**config.mk**
```make
export PLATFORM = sky130hd
export DESIGN_NAME = macro_arbiter_rr_onehot
export DESIGN_NICKNAME = d
export VERILOG_FILES = /design/src/rtl/macro_arbiter_rr_onehot.sv
export SDC_FILE = /design/constraint.sdc
export NUM_CORES = 1
export LEC_CHECK = 0
export ABC_AREA = 1
export CORE_UTILIZATION = 59
export DETAILED_ROUTE_END_ITERATION = 10
export PLACE_DENSITY = 0.83
export SETUP_SLACK_MARGIN = 0.4
export SYNTH_ARGS = -nofsm -noshare
export SYNTH_HDL_FRONTEND = slang
export SYNTH_SLANG_ARGS = --single-unit
```
**constraint.sdc**
```tcl
create_clock -name clk -period 4.5 [get_ports clk]
set_clock_uncertainty 0.05 [all_clocks]
set_input_delay 0.45 -clock clk [delete_from_list [all_inputs] [get_ports clk]]
set_output_delay 0.45 -clock clk [all_outputs]
set_load 0.05 [all_outputs]
```
**src/rtl/macro_arbiter_rr_onehot.sv**
```systemverilog
// Round-robin arbiter with registered one-hot grant, binary index and valid.
// Grant is held until ack; a locked ack keeps the grant for burst transfers.
module macro_arbiter_rr_onehot #(
    parameter int OUTPUT_WIDTH = 4,
    parameter int INPUT_WIDTH  = 1 << OUTPUT_WIDTH
) (
    input  logic                    clk,
    input  logic                    resetn,
    input  logic [INPUT_WIDTH-1:0]  req,
    input  logic [INPUT_WIDTH-1:0]  lock,
    input  logic                    ack,
    output logic [INPUT_WIDTH-1:0]  grant,
    output logic [OUTPUT_WIDTH-1:0] grant_idx,
    output logic                    grant_valid
);

    localparam int N = INPUT_WIDTH;
    localparam int W = OUTPUT_WIDTH;

    typedef enum logic {
        IDLE,
        GRANT
    } state_t;

    state_t       state;
    logic [W-1:0] ptr;

    // Returns {found, index} of the first set bit at or after base, wrapping.
    // Scanning from the far end lets the nearest hit overwrite earlier ones.
    function automatic logic [W:0] pick(
        input logic [N-1:0] r,
        input logic [W-1:0] base
    );
        logic [W:0]   res;
        logic [W-1:0] k;
        res = '0;
        for (int i = N - 1; i >= 0; i--) begin
            k = base + W'(i);
            if (r[k]) begin
                res = {1'b1, k};
            end
        end
        return res;
    endfunction

    logic [W-1:0] next_ptr;
    logic [W:0]   win_ptr;
    logic [W:0]   win_nxt;

    assign next_ptr = grant_idx + W'(1);
    assign win_ptr  = pick(req, ptr);
    assign win_nxt  = pick(req, next_ptr);

    logic         do_load;
    logic         do_clear;
    logic         do_adv;
    logic [W-1:0] load_idx;

    always_comb begin
        do_load  = 1'b0;
        do_clear = 1'b0;
        do_adv   = 1'b0;
        load_idx = win_ptr[W-1:0];
        unique case (state)
            IDLE: begin
                do_load = win_ptr[W];
            end
            GRANT: begin
                if (ack && !lock[grant_idx]) begin
                    do_adv   = 1'b1;
                    load_idx = win_nxt[W-1:0];
                    do_load  = win_nxt[W];
                    do_clear = !win_nxt[W];
                end else if (!ack && !req[grant_idx]) begin
                    do_load  = win_ptr[W];
                    do_clear = !win_ptr[W];
                end
            end
            default: begin
                do_clear = 1'b1;
            end
        endcase
    end

    always_ff @(posedge clk or negedge resetn) begin
        if (!resetn) begin
            state       <= IDLE;
            ptr         <= '0;
            grant       <= '0;
            grant_idx   <= '0;
            grant_valid <= 1'b0;
        end else begin
            if (do_adv) begin
                ptr <= next_ptr;
            end
            if (do_load) begin
                state       <= GRANT;
                grant       <= N'(1) << load_idx;
                grant_idx   <= load_idx;
                grant_valid <= 1'b1;
            end else if (do_clear) begin
                state       <= IDLE;
                grant       <= '0;
                grant_idx   <= '0;
                grant_valid <= 1'b0;
            end
        end
    end

endmodule

```
Word-level counts from Yosys, hierarchy flattened
Index checks and enable logic that the tools add are counted.
W data, S select, Z words.

word-level totals
  register bits = 25
  bits of input ports = 35

cells by class
  $add $sub $neg = 31
  magnitude comparators = 33
  shift operators = 1
  muxes and demuxes = 116
  bitwise logic cells = 1
  reductions and logical operators = 8

operator list
  operator                count
  $lt A4 B5 Y1 const B    33
  $mux W5                 32
  $bmux W1 S4             34
  $add A4 B4 Y4 const B   16
  $mux W1                 43
  $add A4 B3 Y4 const B   8
  $mux W16                2
  $add A4 B2 Y4 const B   4
  $mux W4                 4
  $shl A1 B4 Y16 const A  1
  $add A4 B1 Y4 const B   3
  $logic_not A1 Y1        5
  $logic_and A1 B1 Y1     2
  $pmux W1 S2             1
  $reduce_bool A2 Y1      1
  $not A1 Y1              1

Depth between registers and ports, before layout
  depth in word-level cells = 25
  gate-level depth with buffers = 41
  mapped depth without buffers = 35

Worst setup path before layout
OpenSTA, ideal clock, no wires.

  path kind = reg2reg
  start = register grant_idx[0]
  end = register grant[13]
  setup time = 0.118 ns
  data arrival time = 4.121 ns
  required time = 4.332 ns
  path slack = 0.212 ns
  cell stages (with the launch flop) = 36
  cells stage by stage = dfrtp_1 > inv_2 > buf_6 > buf_6 > buf_6 > buf_2 > ha_1 > buf_4 > inv_4 > buf_2 > ha_1 > inv_1 > nand2_1 > xor2_2 > nand3_1 > nand2_2 > inv_1 > nand2_1 > nand2_1 > nand2_1 > nand2_1 > nand2_1 > nand3_1 > nand2_1 > nand2_1 > nand2_1 > nand3_1 > nand2_1 > nand2_1 > a21oi_1 > nand2_1 > nand2_2 > buf_6 > nor2_8 > nand3_1 > nand2_1

on the way
  cells in the longest elaborated chain, start to end = 24

ends and longest elaborated chain
  item                                                   line    source
  start, declared                                        13      output logic [OUTPUT_WIDTH-1:0] grant_idx,
  start signal, assigned                                 99      grant_idx <= load_idx;
  $add A4 B1 Y4 *                                        50      assign next_ptr = grant_idx + W'(1);
  via next_ptr[0]                                        46      logic [W-1:0] next_ptr;
  $add A4 B4 Y4                                          38      k = base + W'(i);
  $bmux W1 S4                                            39      if (r[k]) begin
  $mux W1 (implied by the code)                          39
  $mux W5 (15 in a row)                                  39
  $mux W5 *                                              39
  $mux W4 / $logic_not A1 Y1 (equally long branches)     69, 73
  $mux W4 / $mux W1 (equally long branches)              64, 69
  $shl A1 B4 Y16 / $mux W1 (equally long branches)       98, 64
  $mux W16 / $reduce_bool A2 Y1 (equally long branches)  -
  end signal, assigned                                   98      grant <= N'(1) << load_idx;
  end, declared                                          12      output logic [INPUT_WIDTH-1:0] grant,

The timed path passes the listed nets; every way through them passes the cells marked *. The select of a mux whose other input is x is not followed.
A chain may end at the register's enable or synchronous reset.

Worst setup path in the final report
  start = register grant_idx[1]
  end = register grant[0]

on the way
  cells in the longest elaborated chain, start to end = 24

ends and longest elaborated chain
  item                                                   line
  $add A4 B1 Y4                                          50
  $add A4 B4 Y4                                          38
  $bmux W1 S4                                            39
  $mux W1 (implied by the code)                          39
  $mux W5 (16 in a row)                                  39
  $mux W4 / $logic_not A1 Y1 (equally long branches)     69, 73
  $mux W4 / $mux W1 (equally long branches)              64, 69
  $shl A1 B4 Y16 / $mux W1 (equally long branches)       98, 64
  $mux W16 / $reduce_bool A2 Y1 (equally long branches)  -

Parallel ways exist; a longest one is shown, timed or not. The select of a mux whose other input is x is not followed.

==> flow_summary.yaml <==
route:
  vias: 6348
  antenna_left: 0
  drc: 0
  via_per_inst: 5.67
  totalWireLength_microns: 15700
  first_iter_violations: 597
  wl_per_cell_microns: 14.0
  dr.pass1.iters: 5
global_routing:
  grt_pass1_vias: 5315
  gr-usage-all-layers_pct: 35.1
  grt_pass1_wl_microns: 25100
  globalRouteOverflowTotal: 0
  grt_antenna_before_repair: 0
  grt_max_degree: 39
synth:
  yosysSeqAreaShare_pct: 12.2
  synth_seq_cells: 25
  synth-simple-area-share_pct: 57.7
  synth_top_cell_by_area: "nand2_1"
  synth_area_leaders: "nand2_1 (34%), nand3_1 (13%), dfrtp_1 (12%)"
  syn_nets: 1019
  netlist_area_sq_um: 5110
  synthMuxAreaShare_pct: 0
  synth_edf_count: 0
  netlist.area_leader.share_pct: 33.6
  async_flop_share_pct: 100
  synth_compound_area_share_pct: 11.3
  synth_xor_area_share_pct: 3.26
  netlist_instances: 971
  synth_cell_types: 46
  synthAdderAreaFrac_pct: 3.18
  yosysWarnings: 0
  ys_dominant_reg_cell: "dfrtp_1"
  synth_area_per_cell_sq_um: 5.27
  synth_top_family_by_area: "simple AND/OR/NAND/NOR gates"
worst_setup_path:
  arrival_ns: 3.88
  cpMaxStageDelayCell: "dfrtp_2"
  reg2reg_depth: 25
  crit_path_start_kind: "register"
  r2r_slack_ns: 0.79
  critPathLaunch: "grant_idx[1]"
  end_kind: "register"
  critPathBufInv: 2
  slowest_delay_ns: 0.53
  endpoint: "grant[0]"
  setup.worst_path.class: "register to register"
  worstPathRequired_ns: 4.67
  r2r-end: "grant[0]"
  r2r-start: "grant_idx[1]"
  crit_cells: 25
  path_max_fanout: 17
  crit_family: "simple AND/OR/NAND/NOR gates"
  cpMostUsedCell: "nand2_1"
timing:
  period_minus_slack_ns: 3.71
  relSlewSlack_pct: 64.6
  fmax_ghz: 0.269
  setup_violations: 0
  worstMarginPinSlew_ns: 0.530
  final_max_slew_viol_count: 0
  finalCritPeriodShare_pct: 82.5
  timing.setup.tns_ns: 0
  hold_viol_final: 0
  rsz0062_at_grt: "false"
cts:
  cts.path.max_buffers: 2
  clock_latency_ns: 0.27
  cts_made_buffers: 3
  cts.htree.levels: 1
  cts_sinks: 25
  path_clk_slew_ns: 0.09
  cts_root_buf: "clkbuf_8"
  holdBufCountCts: 0
  tritoncts: "done"
finish:
  final_cell_mix: "nand2_1 (454), nand3_1 (134), inv_1 (84)"
  diodes: 0
  final_common_cell: "nand2_1"
  fin_nets: 1063
  area_delta_synth_final_pct: 13.1
  stdcell_count: 1119
  layout-drive-gt1-share_pct: 8.78
  n_fill_cell: 823
floorplanning:
  fp.dieW_microns: 95.1
  io_pins: 56
  start_util_pct: 61.6
  die_area_sq_um: 9040
  die_h_microns: 95.1
  core_area_sq_um: 8300
  num_rows: 33
hold_path:
  holdPathStages: 2
  hold_class: "register to register"
place:
  gp_congestion: 0.966
  dp_cells: 1113
  port_buffers: 55
  dp_hpwl_microns: 12000
outcome:
  outcome: "completed"
flow_run:
  maxCapViolCount: 0
[worst min path at each step]
stage                         from        to  slack [ns]
after floorplan             resetn  grant[0]        0.10
after global placement    grant[8]  grant[8]        0.42
after detailed placement  grant[3]  grant[3]        0.41
after CTS                 grant[8]  grant[8]        0.44
after global routing      grant[7]  grant[7]        0.47
final                     grant[8]  grant[8]        0.44
[cell families (layout without fill, tap and decap cells)]
family,after synthesis,in the layout
xor+xnor,13,13
simple gates,681,681
buf+inv,134,177
fa+ha+maj,13,13
flops,25,25
compound gates,105,105
[state kept, by name (all words and copies together) (netlist names)]
| signal | count |
|---|---|
| grant | 16 |
| grant_idx | 4 |
| ptr | 4 |
| state | 1 |
[metrics by stage]
step / utilization (%) / setup WS [ns] / area (sq um) / hold WS [ns]
6_report: 69.7 / 0.787 / 5780 / 0.441
4_1_cts: 68.8 / 0.614 / 5710 / 0.444
5_1_grt: 69.7 / 0.432 / 5780 / 0.473
3_5_place_dp: 68.2 / 0.631 / 5660 / 0.414
2_1_floorplan: - / 0.427 / 5110 / 0.104
3_3_place_gp: 68.2 / 0.675 / 5660 / 0.418
[Yosys cell counts, types with 7 or more instances]
| cell type | instances |
|---|---|
| buf_4 | 7 |
| nand3_1 | 134 |
| nand4_1 | 13 |
| buf_2 | 10 |
| ha_1 | 13 |
| nor2_1 | 31 |
| inv_1 | 86 |
| nand2_2 | 17 |
| a31oi_1 | 8 |
| a21oi_1 | 63 |
| inv_2 | 12 |
| nand2_1 | 457 |
| buf_6 | 9 |
| dfrtp_1 | 25 |
| o21ai_0 | 13 |
| o21ai_1 | 8 |
[cell type report]
cell class | count | area (sq um) | share of cell area, %
clock inverters | 1 | 7.51 | 0.130
inverters | 102 | 399 | 6.90
clock buffers | 3 | 41.3 | 0.714
repair buffers | 71 | 683 | 11.8
well taps | 105 | 131 | 2.27
multi-input cells | 812 | 3890 | 67.3
flip-flops and latches | 25 | 628 | 10.9
[per-layer routing]
| metal | share of wire [%] | global-route usage [%] | up-vias |
|---|---|---|---|
| met5 | 0 | 0 | - |
| met4 | 1.3 | 8.46 | 0 |
| met3 | 11 | 4.15 | 18 |
| met2 | 43 | 55.2 | 350 |
| met1 | 45 | 50.9 | 2786 |
| li1 | - | - | 3194 |
[timing repair]
item,in CTS,in global routing
setup endpoints to repair,0,20
gates resized for setup,0,16
buffers inserted,0,2
[worst register-to-register path, delay by kind of cell, from the launching register on]
family                   cells  cell delay [ns]
AO/OA/AOI/OAI                1             0.19
flip-flops                   1             0.53
adder cells (fa/ha/maj)      2             0.98
AND/OR/NAND/NOR             20             1.75
buffers and inverters        2             0.16
Power is not shown: default switching activity piles up to over one toggle a cycle in this logic, so the estimate is an artifact.
